===== src/rtl/wb_cmd_bridge_pkg.sv =====
// Shared definitions for the UART-to-Wishbone command bridge: state encoding,
// command byte layout and the default response codes.
package wb_cmd_bridge_pkg;

  // Bridge state encoding
  localparam logic [1:0] ST_IDLE     = 2'd0;
  localparam logic [1:0] ST_GET_DATA = 2'd1;
  localparam logic [1:0] ST_BUS      = 2'd2;
  localparam logic [1:0] ST_RESP     = 2'd3;

  // Command byte field positions
  localparam int CMD_WE_BIT  = 7;
  localparam int CMD_RSVD_HI = 6;
  localparam int CMD_RSVD_LO = 4;
  localparam int CMD_ADR_HI  = 3;
  localparam int CMD_ADR_LO  = 0;

  // Default response codes
  localparam logic [7:0] DEF_ACK_BYTE    = 8'hAA;
  localparam logic [7:0] DEF_ERR_TIMEOUT = 8'hEE;
  localparam logic [7:0] DEF_ERR_CMD     = 8'hE1;

  // Width of the bus timeout counter (covers the full 1..65535 range)
  localparam int TIMEOUT_W = 16;

  typedef struct packed {
    logic       we;
    logic [2:0] rsvd;
    logic [3:0] adr;
  } cmd_t;

  // Split a raw command byte into its fields
  function automatic cmd_t decode_cmd(input logic [7:0] b);
    cmd_t c;
    c.we   = b[CMD_WE_BIT];
    c.rsvd = b[CMD_RSVD_HI:CMD_RSVD_LO];
    c.adr  = b[CMD_ADR_HI:CMD_ADR_LO];
    return c;
  endfunction

endpackage


===== src/rtl/wb_timeout_ctr.sv =====
// Loadable up-counter with clear and enable. expired_o flags the cycle whose
// increment brings the count up to limit_i, so a master can abort on the same
// edge the limit is reached.
module wb_timeout_ctr #(
  parameter int W = 16
) (
  input  logic         clk_i,
  input  logic         rst_i,
  input  logic         clr_i,
  input  logic         en_i,
  input  logic         load_i,
  input  logic [W-1:0] load_val_i,
  input  logic [W-1:0] limit_i,
  output logic         expired_o
);

  localparam logic [W-1:0] ONE = {{(W-1){1'b0}}, 1'b1};

  logic [W-1:0] count_q;

  // Count register: clear beats load, load beats increment
  always_ff @(posedge clk_i or negedge rst_i) begin
    if (!rst_i) begin
      count_q <= '0;
    end else if (clr_i) begin
      count_q <= '0;
    end else if (load_i) begin
      count_q <= load_val_i;
    end else if (en_i) begin
      count_q <= count_q + ONE;
    end
  end

  assign expired_o = en_i && (count_q >= (limit_i - ONE));

endmodule


===== src/rtl/wb_cmd_bridge.sv =====
// Turns host command bytes from the UART receiver into single Wishbone
// transactions and returns one response byte (read data, write ack or an
// error code) to the UART transmitter.
module wb_cmd_bridge
  import wb_cmd_bridge_pkg::*;
#(
  parameter int         TIMEOUT_CYCLES = 255,
  parameter logic [7:0] ACK_BYTE       = DEF_ACK_BYTE,
  parameter logic [7:0] ERR_TIMEOUT    = DEF_ERR_TIMEOUT,
  parameter logic [7:0] ERR_CMD        = DEF_ERR_CMD
) (
  input  logic       clk_i,
  input  logic       rst_i,
  input  logic [7:0] rx_data_i,
  input  logic       rx_valid_i,
  output logic [7:0] tx_data_o,
  output logic       tx_valid_o,
  input  logic       tx_ready_i,
  output logic [3:0] wb_adr_o,
  output logic [7:0] wb_dat_o,
  output logic       wb_we_o,
  output logic       wb_stb_o,
  output logic       wb_cyc_o,
  input  logic [7:0] wb_dat_i,
  input  logic       wb_ack_i,
  output logic       busy_o,
  output logic       overrun_o
);

  logic [1:0] state_q;
  cmd_t       rx_cmd;
  logic       timeout_hit;

  assign rx_cmd = decode_cmd(rx_data_i);

  // Strobe and response-valid come straight from the state register, so a
  // reset drops them immediately without waiting for a clock edge.
  assign wb_stb_o   = (state_q == ST_BUS);
  assign wb_cyc_o   = wb_stb_o;
  assign tx_valid_o = (state_q == ST_RESP);
  assign busy_o     = (state_q != ST_IDLE);

  // Counts no-ack cycles while the strobe is out; held at zero elsewhere
  wb_timeout_ctr #(
    .W (TIMEOUT_W)
  ) u_timeout (
    .clk_i      (clk_i),
    .rst_i      (rst_i),
    .clr_i      (state_q != ST_BUS),
    .en_i       ((state_q == ST_BUS) && !wb_ack_i),
    .load_i     (1'b0),
    .load_val_i ('0),
    .limit_i    (TIMEOUT_W'(TIMEOUT_CYCLES)),
    .expired_o  (timeout_hit)
  );

  // Command sequencing: decode, optional data byte, one bus cycle, one response
  always_ff @(posedge clk_i or negedge rst_i) begin
    if (!rst_i) begin
      state_q   <= ST_IDLE;
      tx_data_o <= '0;
      wb_adr_o  <= '0;
      wb_dat_o  <= '0;
      wb_we_o   <= 1'b0;
    end else begin
      case (state_q)
        ST_IDLE: begin
          if (rx_valid_i) begin
            if (rx_cmd.rsvd != 3'b000) begin
              tx_data_o <= ERR_CMD;
              state_q   <= ST_RESP;
            end else begin
              wb_adr_o <= rx_cmd.adr;
              wb_we_o  <= rx_cmd.we;
              state_q  <= rx_cmd.we ? ST_GET_DATA : ST_BUS;
            end
          end
        end
        ST_GET_DATA: begin
          if (rx_valid_i) begin
            wb_dat_o <= rx_data_i;
            state_q  <= ST_BUS;
          end
        end
        ST_BUS: begin
          if (wb_ack_i) begin
            tx_data_o <= wb_we_o ? ACK_BYTE : wb_dat_i;
            state_q   <= ST_RESP;
          end else if (timeout_hit) begin
            tx_data_o <= ERR_TIMEOUT;
            state_q   <= ST_RESP;
          end
        end
        ST_RESP: begin
          if (tx_ready_i) begin
            state_q <= ST_IDLE;
          end
        end
        default: state_q <= ST_IDLE;
      endcase
    end
  end

  // Sticky flag for bytes dropped while a transaction or response is pending
  always_ff @(posedge clk_i or negedge rst_i) begin
    if (!rst_i) begin
      overrun_o <= 1'b0;
    end else if (rx_valid_i && ((state_q == ST_BUS) || (state_q == ST_RESP))) begin
      overrun_o <= 1'b1;
    end
  end

endmodule

===== config.mk =====
export PLATFORM = sky130hd
export DESIGN_NAME = wb_cmd_bridge
export DESIGN_NICKNAME = d
export VERILOG_FILES = /design/src/rtl/wb_cmd_bridge_pkg.sv /design/src/rtl/wb_timeout_ctr.sv /design/src/rtl/wb_cmd_bridge.sv
export SDC_FILE = /design/constraint.sdc
export NUM_CORES = 1
export LEC_CHECK = 0
export CAP_MARGIN = 25
export CORE_ASPECT_RATIO = 0.5
export CORE_MARGIN = 1.5
export CORE_UTILIZATION = 30
export CTS_BUF_LIST = sky130_fd_sc_hd__clkbuf_8 sky130_fd_sc_hd__clkbuf_16
export CTS_CLUSTER_SIZE = 12
export DETAILED_ROUTE_END_ITERATION = 12
export GPL_TIMING_DRIVEN = 1
export PLACE_DENSITY = 0.6
export SYNTH_ARGS = -nofsm -noshare
export SYNTH_HDL_FRONTEND = slang
export SYNTH_SLANG_ARGS = --single-unit

===== constraint.sdc =====
create_clock -name clk_i -period 2.7 [get_ports clk_i]
set_input_delay 0.54 -clock clk_i [delete_from_list [all_inputs] [get_ports clk_i]]
set_output_delay 0.54 -clock clk_i [all_outputs]
set_load 0.03 [all_outputs]

Yosys cells after proc, flatten, opt, wreduce, memory -nomap -nowiden
Cells that the tools add are included.
W data, S select, Z words.
- add/subtract/negate cells: 1
- multiply operators: 0
- div/mod/pow operators: 0
- $lt $le $gt $ge: 1
- equality and inequality tests: 9
- shift-type cells: 0
- multiplexer cells: 16
- bitwise operators: 1
- reduce and logical (&&, ||, !) cells: 14
- operators by type and width (operator ; count):
    $mux W8 ; 5
    $mux W16 ; 2
    $add A16 B1 Y16 const B ; 1
    $ge A16 B8 Y1 const B ; 1
    $pmux W8 S2 ; 1
    $mux W2 ; 7
    $ne A2 B2 Y1 const B ; 4
    $pmux W2 S4 ; 1
    $reduce_and A4 Y1 ; 2
    $reduce_bool A2 Y1 ; 3
    $eq A2 B2 Y1 const B ; 2
    $logic_and A1 B1 Y1 ; 3
    $ne A3 B1 Y1 const B ; 1
    $reduce_and A3 Y1 ; 1
    $reduce_bool A3 Y1 ; 1
    $eq A2 B1 Y1 const B ; 1
    $logic_not A2 Y1 ; 1
    $ne A2 B1 Y1 const B ; 1
    $reduce_and A2 Y1 ; 1
    $logic_not A1 Y1 ; 1
    $logic_or A1 B1 Y1 ; 1
    $not A1 Y1 ; 1
- register bits: 40
- latch bits: 0
- bits in writable memories: 0
- bits in read-only memories: 0
- input port bits: 21
- output and inout bits: 26
- memories: 0

Longest topological paths before layout
Gate-level depths: netlist of run 1.
- depth in word-level cells: 6
- gate-level depth with buffers: 6

By module
Synthesis of run 1 repeated with hierarchy kept, for this count alone.
- cells, all modules: 276
- area total of the unflattened synthesis: 2701.3 µm²
- modules (own cells, without submodules) (module ; times used ; cells an instance ; area an instance (µm²)):
    wb_timeout_ctr ; 1 ; 181 ; 1534.0
    wb_cmd_bridge ; 1 ; 95 ; 1167.4

Worst setup path before layout of run 1
No wires, ideal clock.
- kind: reg2reg
- start point: register state_q[0]
- end point: register tx_data_o[0]
- library setup time: 125 ps
- data arrival time: 1891 ps
- data required time: 2575 ps
- setup slack: 684 ps
- cell stages (with the launch flop): 7
- path buffers: 0
- clock period less this slack: 2016 ps
- cells stage by stage: dfrtp_1 -> inv_1 -> ha_1 -> nor4b_2 -> nand3_2 -> o221ai_4 -> mux2_4
- cells in the longest elaborated chain, start to end: 5
- elaborated cells on any way between the ends: 10
- those cells by class: eq/ne: 4; mux: 1; reduce/logical: 5
- RTL lines (item ; RTL line ; RTL):
    from (decl) ; wb_cmd_bridge.sv:30 ; logic [1:0] state_q;
    from (signal assigned) ; wb_cmd_bridge.sv:75 ; state_q <= rx_cmd.we ? ST_GET_DATA : ST_BUS;
    $eq A2 B2 Y1 * ; -- ;
    named net wb_cyc_o ; wb_cmd_bridge.sv:23 ; output logic wb_cyc_o,
    $logic_and A1 B1 Y1 ; wb_cmd_bridge.sv:50 ; .en_i ((state_q == ST_BUS) && !wb_ack_i),
    $logic_and A1 B1 Y1 ; wb_timeout_ctr.sv:34 ; assign expired_o = en_i && (count_q >= (limit_i - ONE));
    $ne A3 B1 Y1 (no source line) ; -- ;
    $reduce_and A4 Y1 (no source line) ; -- ;
    to (signal assigned) ; wb_cmd_bridge.sv:87 ; tx_data_o <= wb_we_o ? ACK_BYTE : wb_dat_i;
    to (decl) ; wb_cmd_bridge.sv:16 ; output logic [7:0] tx_data_o,
The timed path passes the listed nets; every way through them passes the cells marked *.
A chain may end at the register's enable or synchronous reset.

Final worst setup path of run 1
- start point: register state_q[0]
- end point: output port wb_cyc_o
- cells in the longest elaborated chain, start to end: 1
- RTL lines (item ; RTL line ; RTL):
    $eq A2 B2 Y1 ; wb_cmd_bridge.sv:38 ; assign wb_stb_o = (state_q == ST_BUS);
    to (decl) ; wb_cmd_bridge.sv:23 ;
Every way passes these cells.

==> flow_metrics.py, run 1 <==
metrics = {
    "worst_setup_path": {
        "critPathMaxStageDelay_ns": 0.74,
        "crit_path_cell_trace": "inv_1 > ha_1 > clkdlybuf4s50_1",
        "cpLargestDelayFamily": "buffers and inverters",
        "worst_setup_path_end_kind": "primary output",
        "required_ns": 2.16,
        "cp.buffers_inverters": 2,
        "startpoint_type": "flop",
        "crit_arrival_ns": 1.93,
        "path_max_fanout": 10,
        "cpMaxStageDelayCell": "clkdlybuf4s50_1",
        "path_depth": 3,
        "reg2reg_depth": 6,
        "crit_type": "reg2out",
    },
    "timing": {
        "setup-violations-final": 0,
        "fin_crit_sh_pct": 91.3,
        "worst_slew_pin_slew_ns": 0.892,
        "fin_worst_skew_ns": 0.00468,
        "slew_viol_final": 0,
        "final.setup.tns_ns": 0,
        "hold_viol_final": 0,
        "max_freq_ghz": 0.406,
        "rsz0062_at_grt": "false",
        "period_minus_slack_ns": 2.47,
        "max_slew_margin_pct": 40.5,
    },
    "power": {
        "total_power_w": 0.00288,
        "p_per_area_mw_per_mm2": 1080,
        "p_leak_nw": 1.14,
        "irDropWorstVdd_uv": 492,
    },
    "floorplanning": {
        "die_area_mm2": 0.00714,
        "core_mm2": 0.00623,
        "num_rows": 20,
        "die_w_um": 118,
        "die_height_um": 60.5,
        "start_util_pct": 31.8,
        "io_pins": 47,
    },
    "global_routing": {
        "grtUsageMet1_pct": 16.0,
        "busiest_layer": "met2",
        "grt_use_total_pct": 12.4,
        "overflow": 0,
        "grtUsageMet2_pct": 20.6,
        "antenna_found_initial": 0,
        "grt_pass1_vias": 1439,
        "use_met3_pct": 2.82,
        "grt_max_degree": 41,
        "grt_pass1_wl_mm": 6.91,
    },
    "clock_network": {
        "postCtsSetupBuffers": 0,
        "hold_buffers": 0,
        "cts_max_level": 2,
        "cts_buffers": 5,
        "cts.sinks": 40,
        "clkTransAtPathRegs_ns": 0.06,
        "cts_buffer_depth": 2,
        "cts_tree": "done",
        "cts-root-buf": "clkbuf_16",
        "clkLatencyLatePin_ns": 0.28,
        "cts.repair.resized": 0,
    },
    "synthesis": {
        "syn_nets": 212,
        "synth_cell_types": 34,
        "synth_cells": 185,
        "netlist.area_leader.share_pct": 50.4,
        "synth-seq-cells": 40,
        "syn_area_per_cell_um2": 10.7,
        "synth_area_mm2": 0.00198,
        "seq_area_frac_synth_pct": 50.4,
        "synth_area_leaders": "dfrtp_1 50%, mux2_2 6.8%, xnor2_1 4.4%",
        "synth_top_area_cell": "dfrtp_1",
        "yosysWarnings": 0,
    },
    "place": {
        "gp_congestion": 0.754,
        "port_buffers": 46,
        "hpwl_mm": 3.12,
    },
    "hold_path": {
        "hold_class": "in2async",
    },
    "drt": {
        "vias": 1471,
        "postRouteAntennaNets": 0,
        "wl_per_cell_um": 13.1,
        "drc": 0,
        "routed_via_density": 4.55,
        "wirelength_mm": 4.24,
        "drt_iter0_drc": 40,
        "drtPass1Iterations": 4,
    },
    "run": {
        "cap_violations": 0,
    },
    "layout": {
        "diodes": 0,
        "fill_cells": 610,
        "syn_to_final_growth_pct": 35.0,
        "drive_gt1_share_pct": 12.3,
        "final_cell_mix": "45 x clkdlybuf4s50_1, 40 x dfrtp_1, 22 x nor2_1",
        "finalNetCount": 261,
        "layout_commonest_cell": "clkdlybuf4s50_1",
    },
    "status": {
        "outcome": "complete, no violations",
    },
}
## kinds of logic (layout without fill, tap and decap cells)
logic type	after synthesis	after routing	synth area share, %
AO/OA/AOI/OAI	19	19	6.68
adder cells (fa/ha/maj)	6	6	3.78
XOR/XNOR	12	12	5.30
flip-flops	40	40	50.4
AND/OR/NAND/NOR	65	65	17.8
buffers and inverters	23	73	4.67
multiplexers	20	20	11.3
## sequential cells by signal (all words and copies together) (netlist names)
| register | count |
|---|---|
| wb_we_o | 1 |
| tx_data_o | 8 |
| u_timeout.count_q | 16 |
| wb_dat_o | 8 |
| overrun_o | 1 |
| state_q | 2 |
| wb_adr_o | 4 |
## through the flow
stage	instances	worst slack, ns	hold WS (ns)	utilization (%)	area [um2]
after floorplan	185	0.684	0.244	-	1980
after global placement	315	0.453	0.465	40.6	2530
after detailed placement	315	0.425	0.461	40.6	2530
after CTS	323	0.248	0.421	43.0	2680
after global routing	323	0.142	0.458	43.0	2680
final	323	0.235	0.384	43.0	2680
## where the power goes
part           leakage, nW  switching [W]  internal [W]
clock               0.0795       0.000229      0.000361
combinational        0.551       0.000794      0.000616
sequential           0.506       0.000105      0.000777
total                 1.14        0.00113       0.00175
## worst register-to-register path: stages, from the launching register on
cell and delay, ns:
dfrtp_1 0.41, inv_1 0.10, ha_1 0.39, nor4b_2 0.30
nand3_2 0.15, o221ai_4 0.36, mux2_4 0.33
## synthesized netlist by cell type
cell type and number:
clkbuf_1 1, nand4_1 2, nor3_1 5, inv_1 18, nand3_2 1, or3_1 1, nor4_1 3, nor4_2 1
buf_4 1, nand2b_1 4, o21ai_1 1, and4_1 1, ha_1 6, buf_2 2, xor2_1 2, a21oi_1 5
nor2_1 22, nor2b_1 3, nand3b_1 1, xnor2_1 10, a32o_1 1, mux2_2 12, nor4b_2 3, nand2_1 12
nand3_1 5, a221oi_1 1, mux2_4 2, nor3_2 1, o21ai_0 8, o221ai_4 1, buf_1 1, a32oi_1 2
mux2i_1 6, dfrtp_1 40
## layout make-up
type / count / area, um2 / share of cell area, %
Multi-Input combinational cell: 122 / 891 / 33.3
Inverter: 18 / 67.6 / 2.52
Clock inverter: 2 / 7.51 / 0.280
Timing Repair Buffer: 47 / 463 / 17.3
Tap cell: 88 / 110 / 4.11
Sequential cell: 40 / 1000 / 37.4
Clock buffer: 6 / 139 / 5.18
## worst paths after layout
check                                  startpoint                  endpoint  slack [ns]
hold reg to reg             overrun_o$_DFFE_PN0P_     overrun_o$_DFFE_PN0P_        0.47
setup / recovery           state_q[0]$_DFFE_PN0P_                  wb_cyc_o        0.23
max in group asynchronous                   rst_i   wb_dat_o[3]$_DFFE_PN0P_        1.76
hold / removal                              rst_i   wb_adr_o[2]$_DFFE_PN0P_        0.38
setup reg to reg           state_q[0]$_DFFE_PN0P_  tx_data_o[0]$_DFFE_PN0P_        0.55
min in group clk_i          overrun_o$_DFFE_PN0P_     overrun_o$_DFFE_PN0P_        0.47
## routing by layer
metal	up-vias	wire length, um
li1	726	-
met1	719	2100
met2	18	1970
met3	8	110
met4	0	54
met5	-	0
Power figures use the tool's default switching activity.
==> run 2: changes to the inputs <==
--- a/config.mk
+++ b/config.mk
@@ -8,12 +8,13 @@
 export CAP_MARGIN = 25
 export CORE_ASPECT_RATIO = 0.5
 export CORE_MARGIN = 1.5
-export CORE_UTILIZATION = 30
+export CORE_UTILIZATION = 53
 export CTS_BUF_LIST = sky130_fd_sc_hd__clkbuf_8 sky130_fd_sc_hd__clkbuf_16
 export CTS_CLUSTER_SIZE = 12
 export DETAILED_ROUTE_END_ITERATION = 12
 export GPL_TIMING_DRIVEN = 1
-export PLACE_DENSITY = 0.6
+export PLACE_DENSITY = 0.91
+export REMOVE_ABC_BUFFERS = 1
 export SYNTH_ARGS = -nofsm -noshare
 export SYNTH_HDL_FRONTEND = slang
 export SYNTH_SLANG_ARGS = --single-unit
==> constraint.sdc (replaced) <==
create_clock -name clk_i -period 2.7 [get_ports clk_i]
set_input_delay 0.27 -clock clk_i [delete_from_list [all_inputs] [get_ports clk_i]]
set_output_delay 0.27 -clock clk_i [all_outputs]
set_load 0.03 [all_outputs]
==> run 2 against run 1 <==
  * Register-to-register slack worse by 0.05 ns
  * Final area is 4.9% lower
  * Cell count is 13% lower
  * Sequential power is 0.8% higher
  * Non-clock buffer count is 1 lower
  * Clock power is 40% lower
  * Worst setup slack better by 0.23 ns
  * Fmax is 10% higher
  * Sequential share of layout area is 1.9 points higher
  * Worst hold slack worse by 0.27 ns
  * Total power is 8.1% lower
==> flow_metrics.py, run 2 (synthesis results as in run 1) <==
metrics = {
    "global_routing": {
        "grtUsageMet1_pct": 31.1,
        "grt_use_total_pct": 23.6,
        "grtUsageMet2_pct": 39.1,
        "overflow": 0,
        "use_met3_pct": 5.02,
        "grt_max_degree": 41,
        "busiest_layer": "met2",
        "grt_pass1_vias": 1509,
        "grt_pass1_wl_mm": 7.10,
        "antenna_found_initial": 0,
    },
    "clock_network": {
        "cts_tree": "done",
        "cts-root-buf": "clkbuf_8",
        "clkLatencyLatePin_ns": 0.29,
        "cts_buffers": 5,
        "cts_buffer_depth": 2,
        "clkTransAtPathRegs_ns": 0.07,
        "cts.sinks": 40,
        "postCtsSetupBuffers": 0,
        "hold_buffers": 0,
        "cts.repair.resized": 0,
        "cts_max_level": 2,
    },
    "layout": {
        "fin_area_mm2": 0.00255,
        "postLayoutCoreUtil_pct": 72.6,
        "largest_reg_flops": 16,
        "finalNetCount": 260,
        "final_cells": 282,
        "diodes": 0,
        "final_cell_mix": "45 x clkdlybuf4s50_1, 40 x dfrtp_1, 22 x nor2_1",
        "syn_to_final_growth_pct": 28.4,
        "top_register": "u_timeout.count_q",
        "layout_commonest_cell": "clkdlybuf4s50_1",
        "drive_gt1_share_pct": 11.7,
        "top_regs": "u_timeout.count_q: 16 flops, tx_data_o: 8 flops, wb_dat_o: 8 flops",
    },
    "drt": {
        "wl_per_cell_um": 15.2,
        "drtPass1Iterations": 4,
        "postRouteAntennaNets": 0,
        "drc": 0,
        "wirelength_mm": 4.29,
        "routed_via_density": 5.34,
        "vias": 1505,
        "drt_iter0_drc": 45,
    },
    "worst_setup_path": {
        "crit_type": "reg2out",
        "startpoint_type": "flop",
        "cpLargestDelayFamily": "buffers and inverters",
        "cp.buffers_inverters": 2,
        "crit_path_cell_trace": "inv_1 > ha_1 > clkdlybuf4s50_1",
        "rr_startpoint": "state_q[0]$_DFFE_PN0P_",
        "critPathMaxStageDelay_ns": 0.76,
        "r2r_slack_ns": 0.50,
        "required_ns": 2.43,
        "crit_arrival_ns": 1.97,
        "cpMaxStageDelayCell": "clkdlybuf4s50_1",
        "reg2reg_depth": 6,
        "worst_setup_path_end_kind": "primary output",
        "path_max_fanout": 14,
        "critical_path.startpoint": "state_q[0]$_DFFE_PN0P_",
        "r2r_end": "tx_data_o[2]$_DFFE_PN0P_",
    },
    "timing": {
        "setup-violations-final": 0,
        "fin_crit_sh_pct": 82.8,
        "hold_viol_final": 0,
        "max_freq_ghz": 0.447,
        "worst_slew_pin_slew_ns": 0.903,
        "rsz0062_at_grt": "false",
        "fin_worst_skew_ns": 0.00296,
        "period_minus_slack_ns": 2.24,
        "final.setup.tns_ns": 0,
        "holdWs_ns": 0.112,
        "max_slew_margin_pct": 39.8,
        "slew_viol_final": 0,
    },
    "run": {
        "cap_violations": 0,
    },
    "place": {
        "dp_cells": 277,
        "dpl_cell_area_mm2": 0.00248,
        "port_buffers": 46,
        "hpwl_mm": 3.12,
        "gp_congestion": 0.820,
    },
    "floorplanning": {
        "die_area_mm2": 0.00414,
        "io_pins": 47,
        "die_height_um": 46.3,
        "die_w_um": 89.5,
        "start_util_pct": 56.5,
        "core_mm2": 0.00351,
        "num_rows": 15,
    },
    "hold_path": {
        "hold_class": "in2async",
    },
    "power": {
        "irDropWorstVdd_uv": 639,
        "p_leak_nw": 1.09,
        "p_per_area_mw_per_mm2": 1040,
    },
    "status": {
        "outcome": "complete, no violations",
    },
}
-- run 2: how the worst max path moves through the flow --
stage                                    end  slack (ns)  depth (start not counted)
finish                              wb_stb_o        0.46                          3
detailed placement  tx_data_o[0]$_DFFE_PN0P_        0.53                          6
global route        tx_data_o[2]$_DFFE_PN0P_        0.32                          6
global placement    tx_data_o[0]$_DFFE_PN0P_        0.61                          6
floorplan           tx_data_o[0]$_DFFE_PN0P_        0.32                          6
CTS                                 wb_stb_o        0.46                          3
-- run 2: layout make-up --
class	instances	area, um2
inverter	18	67.6
clock buffer	5	68.8
tap	51	63.8
fill	260	962
timing repair buffer	46	455
multi-input combinational	122	891
sequential	40	1000
-- run 2: report_power, final --
group	internal, W	switching, W
Clock	0.000166	0.000185
Combinational	0.000608	0.000802
Sequential	0.000776	0.000112
Total	0.00155	0.00110
-- run 2: metrics by stage --
stage | power (W) | setup slack [ns]
3_5_place_dp | 0.00230 | 0.535
4_1_cts | 0.00266 | 0.456
3_3_place_gp | 0.00225 | 0.612
5_1_grt | 0.00280 | 0.320
2_1_floorplan | 0.00176 | 0.316
6_report | 0.00265 | 0.463
-- run 2: metal layers --
layer	share of wire [%]	vias up	wire, um
li1	-	715	-
met1	45	752	1920
met2	51	35	2190
met3	3.6	3	156
met4	0.44	0	19
met5	0	-	0
==> edit (flow settings as in run 1) <==
Register the output `overrun_o` once more; this adds one clock of latency there. The other outputs are not delayed to match.
--- a/src/rtl/wb_cmd_bridge.sv
+++ b/src/rtl/wb_cmd_bridge.sv
@@ -28,2 +28,4 @@
 );
+
+  logic overrun_s0;
 
@@ -106,5 +108,5 @@
     if (!rst_i) begin
-      overrun_o <= 1'b0;
+      overrun_s0 <= 1'b0;
     end else if (rx_valid_i && ((state_q == ST_BUS) || (state_q == ST_RESP))) begin
-      overrun_o <= 1'b1;
+      overrun_s0 <= 1'b1;
     end
@@ -112,2 +114,6 @@
 
+  always_ff @(posedge clk_i) begin
+    overrun_o <= overrun_s0;
+  end
+
 endmodule
Formal check against the unedited RTL: not equivalent (Yosys sat finds a counterexample within 4 cycles, from zero or initial values and one cycle with rst_i low).
==> edit against run 1 <==
Setup slack better by 0.11 ns. Power increased by 1.2%. Sequential cell count increased by 1. Design area increased by 1.4%. Synthesized cell count rose by 0.54%. Count of clock-buffer cells in the layout up 1. Non-clock buffer count increased by 1. Area after synthesis rose by 1.0%. Register-to-register slack gained 0.15 ns. Routed wire length fell by 5.5%. Hold slack got worse by 0.023 ns. Critical path type unchanged. Highest routed layer unchanged.
==> edit: results (changes against run 1) <==
[route]
wl_per_cell_um=12.3  ; was 13.1 um
dr_total_vias=1443  ; was 1,471
drtIter0Drc=33  ; was 40

[power]
vdd.ir_drop.worst_v=0.000499  ; was 0.000492 V
power_leakage_nw=1.15  ; was 1.14 nW

[worst_setup_path]
setup.worst_path.end=busy_o  ; was wb_cyc_o
worst_path_largest_cell_delay_ns=0.69  ; was 0.74 ns
critical_path_fanout_max=5  ; was 10
critPathTopFamily=buffers and inverters  ; unchanged
timing.rr.start=state_q[1]$_DFFE_PN0P_  ; was state_q[0]$_DFFE_PN0P_
critPathArrivalTime_ns=1.82  ; was 1.93 ns
setup_slack_of_the_worst_register_to_register_path_ns=0.70  ; was 0.55 ns
reg2reg_depth=6  ; unchanged
crit_cells=4  ; was 3

[clock_network]
clock_pin_slew_on_the_worst_setup_and_hold_paths_ns=0.05
clock_tree.buffer_depth=2  ; unchanged
numCtsBuffers=5  ; unchanged
postCtsResizedCells=0  ; unchanged

[sta]
worst_setup_skew_after_layout_ns=0.00861  ; was 0.00468 ns
final.min_clock_period_ns=2.36  ; was 2.47 ns
max_slew.worst_pin.slew_ns=0.885  ; was 0.892 ns

[synth]
synth_area_leaders=dfrtp_1, mux2_2, xnor2_1  ; unchanged
net_count_after_synthesis=213  ; was 212
synth.yosys.seq_area_share=0.509  ; was 0.504
netlist-cell-type-count=35  ; was 34
ys_async_sr_fraction=0.976  ; was 1.00

[global_route]
grt_first_pass_wirelength_um=7000  ; was 6910 um
antenna_violations_before_repair=0  ; unchanged
first_global_vias=1495  ; was 1,439
grt_util_all_layers=0.124  ; about the same

[placement]
place_worst_setup_slack_ns=0.409  ; was 0.425 ns
place_hpwl_um=3020  ; was 3120 um
gp_congestion=0.801  ; was 0.754

[layout]
area.growth.synth_to_final_pct=35.6  ; was 35.0%
layout-drive-gt1-share=0.135  ; was 0.123
final_nets=263  ; was 261
layout.filler_cells=605  ; was 610

[status]
outcome=completed  ; unchanged

[min_path]
hold_path_class=reg2reg  ; was in2async

edit: cell count changes after synthesis, sizes merged:
cell,run 1,this run
dfxtp,0,1
edit: area by class of cell:
class | instances | area, sq um | area share
timing repair buffer | 48 | 470 | 0.173
inverter | 18 | 67.6 | 0.0249
multi-input combinational | 122 | 891 | 0.328
sequential | 41 | 1020 | 0.376
tap | 88 | 110 | 0.0405
clock buffer | 7 | 153 | 0.0562
clock inverter | 1 | 5.00 | 0.00184
edit: logic make-up after synthesis:
| kind of cell | after synthesis | synth area share |
|---|---|---|
| fa+ha+maj | 6 | 0.0375 |
| buf+inv | 23 | 0.0462 |
| compound gates | 19 | 0.0662 |
| mux | 20 | 0.112 |
| simple gates | 65 | 0.176 |
| flops | 41 | 0.509 |
| xor+xnor | 12 | 0.0524 |
edit: worst min-delay path by stage:
stage,cells after the start,endpoint,slack (ns),startpoint
2_1_floorplan,0,overrun_s0$_DFFE_PN0P_,0.24,rst_i
3_3_place_gp,0,overrun_o$_DFF_P_,0.35,overrun_s0$_DFFE_PN0P_
3_5_place_dp,0,overrun_o$_DFF_P_,0.35,overrun_s0$_DFFE_PN0P_
4_1_cts,0,overrun_o$_DFF_P_,0.36,overrun_s0$_DFFE_PN0P_
5_1_grt,0,overrun_o$_DFF_P_,0.38,overrun_s0$_DFFE_PN0P_
6_report,0,overrun_o$_DFF_P_,0.36,overrun_s0$_DFFE_PN0P_
edit: where the power goes:
group          switching (mW)  internal, mW
combinational           0.788         0.617
clock                   0.225         0.391
sequential              0.104         0.791
total                    1.12          1.80
edit: metal layers:
layer | vias up | part of all wire | GRT usage
met3 | 2 | 0.034 | 0.0338
met5 | - | 0 | 0
li1 | 728 | - | -
met1 | 695 | 0.48 | 0.160
met4 | 0 | 0.0067 | 0.0413
met2 | 18 | 0.47 | 0.211
edit: through the flow:
stage | std cells | instance area (sq um) | utilization
floorplan | 186 | 2000 | -
global placement | 317 | 2560 | 0.409
detailed placement | 317 | 2560 | 0.409
CTS | 325 | 2720 | 0.434
finish | 325 | 2720 | 0.434
global route | 325 | 2720 | 0.434
